<file path="config.mk">
export PLATFORM = sky130hd
export DESIGN_NAME = serial_pattern_detector_ce
export DESIGN_NICKNAME = d
export VERILOG_FILES = /design/src/rtl/serial_pattern_detector_pkg.sv /design/src/rtl/serial_pattern_detector_ce_tick_generator.sv /design/src/rtl/serial_pattern_detector_ce.sv
export SDC_FILE = /design/constraint.sdc
export NUM_CORES = 1
export LEC_CHECK = 0
export CAP_MARGIN = 20
export CELL_PAD_IN_SITES_DETAIL_PLACEMENT = 1
export CELL_PAD_IN_SITES_GLOBAL_PLACEMENT = 1
export CORE_AREA = 2 2 69 136
export CTS_CLUSTER_SIZE = 30
export DETAILED_ROUTE_END_ITERATION = 16
export DIE_AREA = 0 0 71 138
export GPL_TIMING_DRIVEN = 0
export PLACE_DENSITY_LB_ADDON = 0.1
export SYNTH_ARGS = -nofsm -noshare
export SYNTH_HDL_FRONTEND = slang
export SYNTH_SLANG_ARGS = --single-unit
</file>
<file path="constraint.sdc">
create_clock -name clock_50_mhz -period 3.53 [get_ports clock_50_mhz]
set_input_delay 0.8825 -clock clock_50_mhz [delete_from_list [all_inputs] [get_ports clock_50_mhz]]
set_output_delay 0.8825 -clock clock_50_mhz [all_outputs]
set_load 0.005 [all_outputs]
</file>
<file path="src/rtl/serial_pattern_detector_pkg.sv">
// serial_pattern_detector_pkg: default parameters and fill-width helper for the serial pattern detector
package serial_pattern_detector_pkg;
  localparam int DEF_TICK_DIV_LOG2 = 25;
  localparam int DEF_HISTORY_W = 10;
  localparam int DEF_PATTERN_W = 3;
  localparam int DEF_COUNT_W = 8;
  function automatic int clog2_of(input int n);
    int w;
    w = 0;
    while ((1 << w) < n) w++;
    return w;
  endfunction
endpackage

</file>
<file path="src/rtl/serial_pattern_detector_ce_tick_generator.sv">
// tick_generator: free-running counter producing a one-cycle clock-enable tick every 2**DIV_LOG2 clocks
module tick_generator #(
  parameter int DIV_LOG2 = 25
) (
  input  logic clock_50_mhz,
  input  logic reset_n,
  output logic tick
);
  logic [DIV_LOG2-1:0] cnt_q, cnt_d;
  // next count simply wraps, so the all-ones phase recurs every 2**DIV_LOG2 clocks
  always_comb cnt_d = cnt_q + 1'b1;
  // counter state; reset restarts the tick phase
  always_ff @(posedge clock_50_mhz or negedge reset_n)
    if (!reset_n) cnt_q <= '0;
    else cnt_q <= cnt_d;
  assign tick = &cnt_q;
endmodule

</file>
<file path="src/rtl/serial_pattern_detector_ce.sv">
// serial_pattern_detector_ce: tick-stepped shift history feeding a pattern window with saturating match count
// Build option: define MATCH_STRETCH_EN to hold match until the next step instead of a one-cycle pulse.
module serial_pattern_detector_ce
  import serial_pattern_detector_pkg::*;
#(
  parameter int TICK_DIV_LOG2 = DEF_TICK_DIV_LOG2,
  parameter int HISTORY_W = DEF_HISTORY_W,
  parameter int PATTERN_W = DEF_PATTERN_W,
  parameter int COUNT_W = DEF_COUNT_W
) (
  input  logic                 clock_50_mhz,
  input  logic                 reset_n,
  input  logic                 serial_in,
  input  logic                 shift_en,
  input  logic [PATTERN_W-1:0] pattern,
  input  logic                 overlap_mode,
  input  logic                 clear_count,
  output logic                 tick,
  output logic [HISTORY_W-1:0] history,
  output logic                 match,
  output logic [COUNT_W-1:0]   match_count,
  output logic                 count_sat
);
  localparam int FILL_W = clog2_of(PATTERN_W + 1);
  localparam logic [FILL_W-1:0] FULL = FILL_W'(PATTERN_W);
  localparam logic [HISTORY_W-1:0] HIST_RST = {1'b1, {(HISTORY_W-1){1'b0}}};
  logic step, out_bit, hit;
  logic [HISTORY_W-1:0] history_q, history_d;
  logic [PATTERN_W-1:0] window_q, window_d, window_nx;
  logic [FILL_W-1:0] fill_q, fill_d, fill_nx;
  logic match_q, match_d;
  logic [COUNT_W-1:0] match_count_q, match_count_d;
  logic count_sat_q, count_sat_d;
  tick_generator #(.DIV_LOG2(TICK_DIV_LOG2)) u_tick (
    .clock_50_mhz(clock_50_mhz),
    .reset_n(reset_n),
    .tick(tick)
  );
  assign out_bit = history_q[0];
  if (PATTERN_W == 1) begin : g_win1
    assign window_nx = out_bit;
  end else begin : g_winn
    assign window_nx = {window_q[PATTERN_W-2:0], out_bit};
  end
  // next-state logic: compare is done on the post-step window and fill
  always_comb begin
    step = tick & shift_en;
    fill_nx = (fill_q == FULL) ? FULL : fill_q + 1'b1;
    hit = step & (fill_nx == FULL) & (window_nx == pattern);
    history_d = step ? {serial_in, history_q[HISTORY_W-1:1]} : history_q;
    window_d = step ? window_nx : window_q;
    fill_d = step ? ((hit & ~overlap_mode) ? '0 : fill_nx) : fill_q;
`ifdef MATCH_STRETCH_EN
    match_d = step ? hit : match_q;
`else
    match_d = hit;
`endif
    match_count_d = clear_count ? '0 : (hit & ~&match_count_q) ? match_count_q + 1'b1 : match_count_q;
    count_sat_d = &match_count_d;
  end
  // state registers with asynchronous active-low reset
  always_ff @(posedge clock_50_mhz or negedge reset_n)
    if (!reset_n) begin
      history_q <= HIST_RST;
      window_q <= '0;
      fill_q <= '0;
      match_q <= 1'b0;
      match_count_q <= '0;
      count_sat_q <= 1'b0;
    end else begin
      history_q <= history_d;
      window_q <= window_d;
      fill_q <= fill_d;
      match_q <= match_d;
      match_count_q <= match_count_d;
      count_sat_q <= count_sat_d;
    end
  assign history = history_q;
  assign match = match_q;
  assign match_count = match_count_q;
  assign count_sat = count_sat_q;
endmodule
</file>
==> flow_summary.ini <==
[global_route]
grt_max_degree = 28
overflow = 0
track_usage = 0.118
antenna_found_initial = 0
grt_pass1_vias = 1879
grt_pass1_wl_mm = 9.14

[setup_path]
path_class = reg -> out
cp.arrival_ns = 2.39
path_buf_inv = 1
crit_path_end_kind = output pin
r2r_slack_ns = 0.46
worst-r2r-cell-count = 8
worst_path_largest_cell_delay_ns = 0.59
slowest_stage = or4_4
critPathMaxFanout = 5
cp.required_ns = 2.65
cpLargestDelayFamily = simple AND/OR/NAND/NOR gates
crit_chain = ha_1, nand4_1, or4_4, nor2_1, clkdlybuf4s50_1
setup.worst_path.start_class = register
r2r-end = count_sat
r2r_start = u_tick.cnt_q[0]

[drt]
drt_iter0_drc = 37
wl_per_cell_um = 14.6
drc = 0
num_vias = 1652
wirelength_mm = 5.12
dr.pass1.iters = 2
post_drt_via_cell_ratio = 4.72
ant_nets = 0

[clocking]
clkTransAtPathRegs_ns = 0.07
ctsLongestPathBuffers = 2
cts.repair.resized = 0
holdBufCountCts = 0
cts_buffers = 5
htree_levels = 2
cts_setup_buffers = 0
cts.sinks = 49
cts_root_buffer = clkbuf_16
cts_tree = yes
clkLatencyLatePin_ns = 0.29

[min_path]
hold_start = u_tick.cnt_q[0]
hold_depth = 1
holdPathEnd = u_tick.cnt_q[0]
hp-class = reg -> reg

[cells_and_area]
area_growth_pct = 26.9
mostFrequentLayoutCell = dfrtp_1
layout-drive-gt1-share = 0.0968
postLayoutCellArea_um2 = 2820
final_cell_mix = 48 x dfrtp_1, 46 x nand2_1, 27 x clkdlybuf4s50_1, 19 x xnor2_1, 15 x nor2_1
fin_cells = 350
multi_input_area_um2 = 958
diodes = 0
nNetsFinal = 258
fillers = 999
seq_area_um2 = 1230

[power]
seqPwrFrac = 0.485
switchingPower_w = 0.000233
leakage_nw = 1.23
finalPower_w = 0.00116
clkPwrFrac = 0.490
ir_worst_vdd_uv = 197
p_int_w = 0.000929
swShare = 0.201
power_frac_comb = 0.025
power_density_nw_per_um2 = 411

[yosys]
synth_area_um2 = 2220
yosysUniqueCellTypes = 39
synthTopCellsByArea = dfrtp_1 54%, nand2_1 7.8%, xnor2_1 7.5%, xor2_1 3.9%, nand3_1 2.9%
synthCells = 211
synth_warnings = 0
synth-seq-cells = 49
seq_area_frac_synth = 0.552
yosysTopAreaCellShare = 0.540
syn_nets = 222
synth.avg_cell_area_um2 = 10.5
synth_largest_area_cell = dfrtp_1

[placement]
io_buffer_count = 28
place_hpwl_mm = 3.87
dpl-instance-area_um2 = 2650
gp_congestion = 0.695
dpl.cell_count = 342

[sta]
slew_viol_final = 0
hold_violations = 0
max_freq_ghz = 0.306
fin_crit_ns = 3.27
setup_viol = 0
rsz0062_at_grt = no
worst_pin_slew_ns = 0.821
finClkSkew_ns = 0.00837
min_period_over_period = 0.927
relSlewSlack = 0.448

[die]
dieArea_um2 = 9800
pin_count = 30
fp.dieH_um = 138
die_x_um = 71
initial_core_util = 0.250
coreArea_um2 = 8890
core.rowCount = 49

[outcome]
status = finished, final reports clean

[job]
max_cap_viol_count = 0
[metrics by stage]
step,hold slack [ns],util,setup TNS [ns],setup WS [ns]
after floorplan,0.422,-,0,1.03
after global placement,0.434,0.296,-1.43,-0.0336
after detailed placement,0.442,0.298,0,0.253
after CTS,0.454,0.318,0,0.201
after global routing,0.497,0.318,0,0.0539
final,0.445,0.318,0,0.259
[cells in the mapped netlist (all sizes together)]
cell	number
o21ai	1
dfrtp	48
nand4b	1
nand2b	2
mux2i	1
a311oi	1
inv	5
xnor2	19
or4	2
nor2b	2
clkbuf	4
and4b	1
nand2	46
nor4	4
or3	2
a41oi	3
or2	2
a211oi	1
nor2	15
and4	1
dfstp	1
nor3	5
xor2	10
nand4	8
a21oi	2
mux2	1
ha	2
buf	1
o31ai	1
nand3	14
and3	5
[layer usage]
layer	GRT usage	vias to the layer above	part of all wire
li1	-	787	-
met1	0.127	834	0.40
met2	0.215	24	0.55
met3	0.0255	7	0.027
met4	0.0506	0	0.020
met5	0	-	0
[state kept, by name, summed over array words and instances (netlist names)]
| name | cells |
|---|---|
| count_sat | 1 |
| match_count | 8 |
| history | 10 |
| window_q | 2 |
| fill_q | 2 |
| u_tick.cnt_q | 25 |
| match | 1 |
[worst max path at each step]
| stage | startpoint | to | cells past startpoint |
|---|---|---|---|
| after floorplan | pattern[0] | count_sat | 7 |
| after global placement | reset_n | u_tick.cnt_q[21] | 1 |
| after detailed placement | pattern[0] | count_sat | 8 |
| after CTS | u_tick.cnt_q[0] | tick | 5 |
| after global routing | u_tick.cnt_q[0] | tick | 5 |
| final | u_tick.cnt_q[0] | tick | 5 |
[layout make-up]
class | count | share of cell area
clock inverter | 2 | 0.0133
inverter | 5 | 0.00665
clock buffer | 6 | 0.0492
tap | 102 | 0.0452
sequential | 49 | 0.435
timing repair buffer | 29 | 0.105
multi-input combinational | 152 | 0.339
buffer | 5 | 0.00709
[cell families (layout without fill, tap and decap cells)]
kind of cell	Yosys count	in the layout	share of synthesized area
XOR/XNOR	29	29	0.114
adder cells (fa/ha/maj)	2	2	0.0112
AND/OR/NAND/NOR	110	110	0.256
flip-flops	49	49	0.552
buffers and inverters	10	47	0.0174
multiplexers	2	2	0.00956
AO/OA/AOI/OAI	9	9	0.0394
[power groups by stage]
| stage | Clock [W] | Sequential [W] | Combinational [W] |
|---|---|---|---|
| detailed placement | 0 | 0.000574 | 0.0000314 |
| global placement | 0 | 0.000575 | 0.0000287 |
| floorplan | 0 | 0.000574 | 0.00000529 |
| finish | 0.000569 | 0.000564 | 0.0000292 |
| CTS | 0.000595 | 0.000563 | 0.0000313 |
| global route | 0.000614 | 0.000564 | 0.0000340 |
Power figures use the tool's default switching activity.
